File: src/rtl/avalon_pixel_writer_pkg.sv
// Shared definitions for the Avalon pixel writer: FSM state encoding and
// helpers that size the scan counters, including degenerate one-wide frames.
package avalon_pixel_writer_pkg;

    typedef enum logic [1:0] {
        IDLE     = 2'd0,
        WAIT_PIX = 2'd1,
        WRITE    = 2'd2,
        DONE     = 2'd3
    } state_t;

    // A one-position axis still needs a 1-bit counter, since $clog2(1) is 0.
    function automatic int cnt_width(input int n);
        return (n > 1) ? $clog2(n) : 1;
    endfunction

    localparam int DEF_ROWS = 4;
    localparam int DEF_COLS = 4;
    localparam int X_W      = cnt_width(DEF_ROWS);
    localparam int Y_W      = cnt_width(DEF_COLS);

endpackage

File: src/rtl/avalon_pixel_writer_if.sv
// Bundles the pixel stream, frame control and Avalon-MM write bus of the
// pixel writer. The writer drives the master side.
interface avalon_pixel_writer_if
    import avalon_pixel_writer_pkg::*;
#(
    parameter int DATA_W = 8,
    parameter int ADDR_W = 32,
    parameter int X_BITS = X_W,
    parameter int Y_BITS = Y_W
);
    logic              start_i;
    logic [ADDR_W-1:0] base_addr_i;
    logic [DATA_W-1:0] pix_data_i;
    logic              pix_valid_i;
    logic              pix_ready_o;
    logic [ADDR_W-1:0] avm_address_o;
    logic              avm_write_o;
    logic [DATA_W-1:0] avm_writedata_o;
    logic              avm_waitrequest_i;
    logic [X_BITS-1:0] x_o;
    logic [Y_BITS-1:0] y_o;
    logic              busy_o;
    logic              done_o;

    modport master (
        input  start_i, base_addr_i, pix_data_i, pix_valid_i, avm_waitrequest_i,
        output pix_ready_o, avm_address_o, avm_write_o, avm_writedata_o,
        output x_o, y_o, busy_o, done_o
    );

    modport slave (
        output start_i, base_addr_i, pix_data_i, pix_valid_i, avm_waitrequest_i,
        input  pix_ready_o, avm_address_o, avm_write_o, avm_writedata_o,
        input  x_o, y_o, busy_o, done_o
    );

endinterface

File: src/rtl/avalon_pixel_writer_pixel_scan_counter.sv
// Frame scan position counter: Y is the fast axis, X the slow one, and both
// wrap to zero after the last position of the frame.
module pixel_scan_counter
    import avalon_pixel_writer_pkg::*;
#(
    parameter int ROWS = 4,
    parameter int COLS = 4,
    localparam int X_BITS = cnt_width(ROWS),
    localparam int Y_BITS = cnt_width(COLS)
) (
    input  logic              i_clk,
    input  logic              i_rst_n,
    input  logic              i_inc,
    input  logic              i_clear,
    output logic [X_BITS-1:0] o_x,
    output logic [Y_BITS-1:0] o_y,
    output logic              o_last
);

    logic [X_BITS-1:0] r_x;
    logic [Y_BITS-1:0] r_y;
    logic              w_x_end;
    logic              w_y_end;

    assign w_x_end = (r_x == X_BITS'(ROWS - 1));
    assign w_y_end = (r_y == Y_BITS'(COLS - 1));

    always_ff @(posedge i_clk or negedge i_rst_n) begin
        if (!i_rst_n) begin
            r_x <= '0;
            r_y <= '0;
        end else if (i_clear) begin
            r_x <= '0;
            r_y <= '0;
        end else if (i_inc) begin
            if (w_y_end) begin
                r_y <= '0;
                r_x <= w_x_end ? '0 : r_x + 1'b1;
            end else begin
                r_y <= r_y + 1'b1;
            end
        end
    end

    assign o_x    = r_x;
    assign o_y    = r_y;
    assign o_last = w_x_end && w_y_end;

endmodule

File: src/rtl/avalon_pixel_writer.sv
// Avalon-MM write master that stores each incoming filtered pixel at the
// address of its scan position and reports frame completion.
module avalon_pixel_writer
    import avalon_pixel_writer_pkg::*;
#(
    parameter int ROWS          = 4,
    parameter int COLS          = 4,
    parameter int DATA_W        = 8,
    parameter int ADDR_W        = 32,
    parameter int BYTES_PER_PIX = 1,
    localparam int X_BITS = cnt_width(ROWS),
    localparam int Y_BITS = cnt_width(COLS)
) (
    input  logic                  clk_i,
    input  logic                  rst_i,
    avalon_pixel_writer_if.master bus
);

    state_t            r_state;
    state_t            w_state_next;
    logic [ADDR_W-1:0] r_base;
    logic [ADDR_W-1:0] r_addr;
    logic [DATA_W-1:0] r_data;
    logic [ADDR_W-1:0] w_offset;
    logic [X_BITS-1:0] w_x;
    logic [Y_BITS-1:0] w_y;
    logic              w_last;
    logic              w_start;
    logic              w_accept;
    logic              w_inc;

    pixel_scan_counter #(
        .ROWS (ROWS),
        .COLS (COLS)
    ) u_scan (
        .i_clk   (clk_i),
        .i_rst_n (rst_i),
        .i_inc   (w_inc),
        .i_clear (w_start),
        .o_x     (w_x),
        .o_y     (w_y),
        .o_last  (w_last)
    );

    // Linear pixel index scaled to bytes; everything stays in ADDR_W bits so
    // the final sum wraps modulo 2^ADDR_W.
    assign w_offset = (ADDR_W'(w_x) * ADDR_W'(COLS) + ADDR_W'(w_y))
                      * ADDR_W'(BYTES_PER_PIX);

    always_comb begin
        w_state_next = r_state;
        w_start      = 1'b0;
        w_accept     = 1'b0;
        w_inc        = 1'b0;
        case (r_state)
            IDLE: begin
                if (bus.start_i) begin
                    w_start      = 1'b1;
                    w_state_next = WAIT_PIX;
                end
            end
            WAIT_PIX: begin
                if (bus.pix_valid_i) begin
                    w_accept     = 1'b1;
                    w_state_next = WRITE;
                end
            end
            WRITE: begin
                if (!bus.avm_waitrequest_i) begin
                    w_inc        = 1'b1;
                    w_state_next = w_last ? DONE : WAIT_PIX;
                end
            end
            DONE: begin
                w_state_next = IDLE;
            end
            default: begin
                w_state_next = IDLE;
            end
        endcase
    end

    always_ff @(posedge clk_i or negedge rst_i) begin
        if (!rst_i) begin
            r_state <= IDLE;
            r_base  <= '0;
            r_addr  <= '0;
            r_data  <= '0;
        end else begin
            r_state <= w_state_next;
            if (w_start) begin
                r_base <= bus.base_addr_i;
            end
            if (w_accept) begin
                r_addr <= r_base + w_offset;
                r_data <= bus.pix_data_i;
            end
        end
    end

    // Decoded straight from the state register so reset kills the write at once.
    assign bus.pix_ready_o     = (r_state == WAIT_PIX);
    assign bus.avm_write_o     = (r_state == WRITE);
    assign bus.busy_o          = (r_state != IDLE);
    assign bus.done_o          = (r_state == DONE);
    assign bus.avm_address_o   = r_addr;
    assign bus.avm_writedata_o = r_data;
    assign bus.x_o             = w_x;
    assign bus.y_o             = w_y;

endmodule

File: src/flat_wrapper.sv
// flat-port wrapper written by rule: the top's interface ports become plain ports
module avalon_pixel_writer_flat import avalon_pixel_writer_pkg::*;
#(
    parameter int ROWS          = 4,
    parameter int COLS          = 4,
    parameter int DATA_W        = 8,
    parameter int ADDR_W        = 32,
    parameter int BYTES_PER_PIX = 1,
    localparam int X_BITS = cnt_width(ROWS),
    localparam int Y_BITS = cnt_width(COLS)
)
  (clk_i, rst_i, bus_start_i, bus_base_addr_i, bus_pix_data_i, bus_pix_valid_i, bus_avm_waitrequest_i, bus_pix_ready_o, bus_avm_address_o, bus_avm_write_o, bus_avm_writedata_o, bus_x_o, bus_y_o, bus_busy_o, bus_done_o);
  avalon_pixel_writer_if #(.DATA_W(DATA_W), .ADDR_W(ADDR_W)) bus_i ();
  input  logic clk_i;
  input  logic rst_i;
  input wire logic [$bits(bus_i.start_i)-1:0] bus_start_i;
  input wire logic [$bits(bus_i.base_addr_i)-1:0] bus_base_addr_i;
  input wire logic [$bits(bus_i.pix_data_i)-1:0] bus_pix_data_i;
  input wire logic [$bits(bus_i.pix_valid_i)-1:0] bus_pix_valid_i;
  input wire logic [$bits(bus_i.avm_waitrequest_i)-1:0] bus_avm_waitrequest_i;
  output wire logic [$bits(bus_i.pix_ready_o)-1:0] bus_pix_ready_o;
  output wire logic [$bits(bus_i.avm_address_o)-1:0] bus_avm_address_o;
  output wire logic [$bits(bus_i.avm_write_o)-1:0] bus_avm_write_o;
  output wire logic [$bits(bus_i.avm_writedata_o)-1:0] bus_avm_writedata_o;
  output wire logic [$bits(bus_i.x_o)-1:0] bus_x_o;
  output wire logic [$bits(bus_i.y_o)-1:0] bus_y_o;
  output wire logic [$bits(bus_i.busy_o)-1:0] bus_busy_o;
  output wire logic [$bits(bus_i.done_o)-1:0] bus_done_o;
  assign bus_i.start_i = bus_start_i;
  assign bus_i.base_addr_i = bus_base_addr_i;
  assign bus_i.pix_data_i = bus_pix_data_i;
  assign bus_i.pix_valid_i = bus_pix_valid_i;
  assign bus_i.avm_waitrequest_i = bus_avm_waitrequest_i;
  assign bus_pix_ready_o = bus_i.pix_ready_o;
  assign bus_avm_address_o = bus_i.avm_address_o;
  assign bus_avm_write_o = bus_i.avm_write_o;
  assign bus_avm_writedata_o = bus_i.avm_writedata_o;
  assign bus_x_o = bus_i.x_o;
  assign bus_y_o = bus_i.y_o;
  assign bus_busy_o = bus_i.busy_o;
  assign bus_done_o = bus_i.done_o;
  avalon_pixel_writer #(.ROWS(ROWS), .COLS(COLS), .DATA_W(DATA_W), .ADDR_W(ADDR_W), .BYTES_PER_PIX(BYTES_PER_PIX)) u_core (.clk_i(clk_i), .rst_i(rst_i), .bus(bus_i));
endmodule
File: config.mk
export PLATFORM = sky130hd
export DESIGN_NAME = avalon_pixel_writer_flat
export DESIGN_NICKNAME = d
export VERILOG_FILES = /design/src/rtl/avalon_pixel_writer_pkg.sv /design/src/rtl/avalon_pixel_writer_if.sv /design/src/rtl/avalon_pixel_writer_pixel_scan_counter.sv /design/src/rtl/avalon_pixel_writer.sv /design/src/flat_wrapper.sv
export SDC_FILE = /design/constraint.sdc
export NUM_CORES = 1
export LEC_CHECK = 0
export CAP_MARGIN = 0
export CORE_ASPECT_RATIO = 0.75
export CORE_MARGIN = 10
export CORE_UTILIZATION = 45
export CTS_BUF_LIST = sky130_fd_sc_hd__clkbuf_8
export DETAILED_ROUTE_END_ITERATION = 8
export GPL_ROUTABILITY_DRIVEN = 0
export GPL_TIMING_DRIVEN = 0
export PLACE_DENSITY = 0.74
export SYNTH_ARGS = -nofsm -noshare
export SYNTH_HDL_FRONTEND = slang
export SYNTH_SLANG_ARGS = --single-unit
File: constraint.sdc
create_clock -name clk_i -period 2.45 [get_ports clk_i]
set_input_delay 0.49 -clock clk_i [delete_from_list [all_inputs] [get_ports clk_i]]
set_output_delay 0.49 -clock clk_i [all_outputs]
set_load 0.02 [all_outputs]
==> out/summary.txt <==
slowest stage cell, crit path: dfrtp_2
drt first-iter violations: 286
H-tree depth: 3
worst vdd ir: 636 uV
Mapped Cells: 358
GR Overflow Total: 0
max_cap viols: 0
die area: 12300 um^2
TritonCTS clock tree: yes
row count: 28
post-synthesis sequential area ratio: 0.526
Core Area: 7950 um^2
crit path max fanout: 10
Hold Vio Cnt, Final: 0
CTS root buf: clkbuf_8
Worst slew margin: 0.634
Seq cells post-synth: 78
vias: 2995
HPWL after detailed placement: 7430 um
CP Data Arrival Time: 2.51 ns
Worst path depth: 8
status: finished, final reports clean
family with the most delay on the worst path: adder cells
clk_lat worst skew: 0.36 ns
clk sinks: 78
largest net degree at the start of global routing: 62
Boundary Pins: 93
part of the cycle the worst path needs: 0.933
RSZ-0062 raised after global routing: false
post-synth cell types: 47
drt via density: 5.23
yosys warns: 0
Pins Over Slew Limit: 0
Crit Path Class: reg -> reg
# setup viols final: 0
wire length per cell: 16.9 um
Starting Density: 0.467
crit end category: flip-flop
number of synthesized flops with an enable pin: 0
critical path cell sequence: ha_1 -> fa_1 -> a211o_1 -> o211a_1 -> buf_2 -> nand4_1 -> xor2_1 -> o21ai_0
antenna diode instance count: 0
Tot GR Track Use: 0.160
total power: 6420 uW
commonest register cell after synthesis: dfrtp_1
Power Density: 1270 nW/um^2
WP data required: 2.68 ns
clock skew: 0.00817 ns
Pre-antenna DRT Iters: 4
ANT nets after route: 0
crit path buf inv count: 1
Clk pin slew, worst setup/hold paths: 0.08 ns
share of cells above drive strength 1: 0.124
CP startpoint kind: flip-flop
FF+latch area: 1950 um^2
multi-input combinational cell area: 1680 um^2
final worst slack: 0.164 ns
minimum clock period: 2.29 ns
Post-CTS Setup Repair Bufs: 0
worst hold path class: reg -> reg
width of the die: 125 um
Syn Nets: 410
# fillers: 665
Mapped Avg Cell Area: 10.4 um^2
first-pass GRT wire length: 16100 um
Largest stage delay, worst path: 0.46 ns
Leak: 0.00219 uW
Die Ht: 98.7 um
antenna violations before repair: 0
Synth async-reset ratio: 1.00
fmax: 437 MHz
nets: 515
DRC Markers: 0
cts bufs inserted: 9
total wire length: 9690 um
Worst Max-Slew Pin Slew: 0.549 ns
Clock Path Buffers: 2
Port Buf Inserts: 92
number of global-route vias before repair: 3082
Hold Path Stages: 2
Synth Cell Area: 3710 um^2
area grow syn2layout: 35.7%
Setup WS pre-CTS: 0.150 ns
FF-to-FF path depth: 8
==> power breakdown <==
part | internal [uW] | switching, uW
Combinational | 1370 | 1390
Clock | 671 | 481
Sequential | 1910 | 602
==> through the flow <==
stage	cell area [um^2]	util	hold WS, ns	TNS, ns	std cells
after global routing	5040	0.634	0.501	0	573
final	5040	0.634	0.484	0	573
after global placement	4770	0.599	0.458	-139.62	555
after detailed placement	4790	0.602	0.375	0	556
after CTS	5040	0.634	0.487	0	573
after floorplan	3710	-	0.194	0	358
==> synth_stat cells (3+ instances only) <==
cell / n / share of area
nor2b_1: 3 / 0.0051
nor2_1: 9 / 0.0091
a21oi_1: 10 / 0.013
and3_1: 3 / 0.0051
nand4_1: 9 / 0.015
nand2_1: 73 / 0.074
and2_1: 4 / 0.0067
clkbuf_1: 6 / 0.0061
dfrtp_1: 78 / 0.53
xor2_1: 18 / 0.042
buf_2: 6 / 0.0081
inv_1: 5 / 0.0051
nor3b_1: 3 / 0.0061
and4_1: 4 / 0.0094
nand3_1: 17 / 0.023
nor4_1: 3 / 0.0051
nor3_1: 3 / 0.0040
ha_1: 6 / 0.020
o21ai_0: 28 / 0.038
xnor2_1: 7 / 0.017
a21o_1: 4 / 0.0081
mux2_2: 29 / 0.088
==> sequential cells by signal, indices dropped and copies added, names as in the netlist <==
name	flops
u_core.r_state	2
u_core.r_base	32
u_core.bus.avm_address_o	32
u_core.u_scan.o_y	2
u_core.u_scan.o_x	2
u_core.bus.avm_writedata_o	8
==> layer usage <==
metal,up-vias,share of wire,track usage
met5,-,0,0
met4,0,0.013,0.0459
met3,9,0.048,0.0509
met2,75,0.46,0.248
met1,1451,0.48,0.212
li1,1460,-,-
==> kinds of logic (layout without fill, tap and decap cells) <==
| family | count (synthesis) | after routing | share of synthesized area |
|---|---|---|---|
| DFF | 78 | 78 | 0.526 |
| muxes | 31 | 31 | 0.0940 |
| adders and majority gates | 7 | 7 | 0.0256 |
| and+or+nand+nor | 144 | 144 | 0.189 |
| AOI/OAI and AO/OA | 53 | 53 | 0.0832 |
| xor gates and xnor gates | 25 | 25 | 0.0590 |
| buffers and inverters | 20 | 130 | 0.0232 |
==> worst reg2reg max path, cell delays in order, from the launching register on <==
cell	delay [ns]
dfrtp_2	0.46
ha_1	0.24
fa_1	0.43
a211o_1	0.30
o211a_1	0.13
buf_2	0.20
nand4_1	0.11
xor2_1	0.19
o21ai_0	0.09
==> layout make-up <==
class | count | share of cell area
plain buffers | 15 | 0.0134
clock buffers | 9 | 0.0246
clock inverters | 7 | 0.0226
inverters | 5 | 0.00372
multi-input cells | 260 | 0.332
flip-flops and latches | 78 | 0.388
well taps | 105 | 0.0261
repair buffers | 94 | 0.190
==> placed cells by master (no fill, tap or decap), types with 4 or more instances in the layout <==
master / instances
nand4_1: 9
dfrtp_1: 77
inv_1: 6
o21ai_0: 28
buf_2: 6
ha_1: 6
clkbuf_1: 6
a21oi_1: 10
a21o_1: 4
xor2_1: 18
clkbuf_8: 9
nand2_1: 73
mux2_2: 29
and2_1: 4
nand3_1: 17
xnor2_1: 7
and4_1: 4
nor2_1: 9
clkdlybuf4s50_1: 91
==> worst paths after layout <==
path                                                         start                                   endpoint  slack [ns]
min in group asynchronous                                    rst_i  u_core.bus.avm_writedata_o[5]$_DFFE_PN0P_        0.53
min reg2reg                u_core.bus.avm_address_o[1]$_DFFE_PN0P_    u_core.bus.avm_address_o[1]$_DFFE_PN0P_        0.48
max reg2reg                       u_core.u_scan.o_y[0]$_DFFE_PN0P_   u_core.bus.avm_address_o[24]$_DFFE_PN0P_        0.16
max in group asynchronous                                    rst_i   u_core.bus.avm_address_o[13]$_DFFE_PN0P_        1.34
min                        u_core.bus.avm_address_o[1]$_DFFE_PN0P_    u_core.bus.avm_address_o[1]$_DFFE_PN0P_        0.48
max                               u_core.u_scan.o_y[0]$_DFFE_PN0P_   u_core.bus.avm_address_o[24]$_DFFE_PN0P_        0.16
==> repair_timing <==
item                       in CTS  in global routing
hold endpoints to repair       17                  0
gates resized for setup         0                  1
setup endpoints to repair       0                  2
hold buffers                    1                  0
No activity file was read; power rests on OpenSTA's default activity.
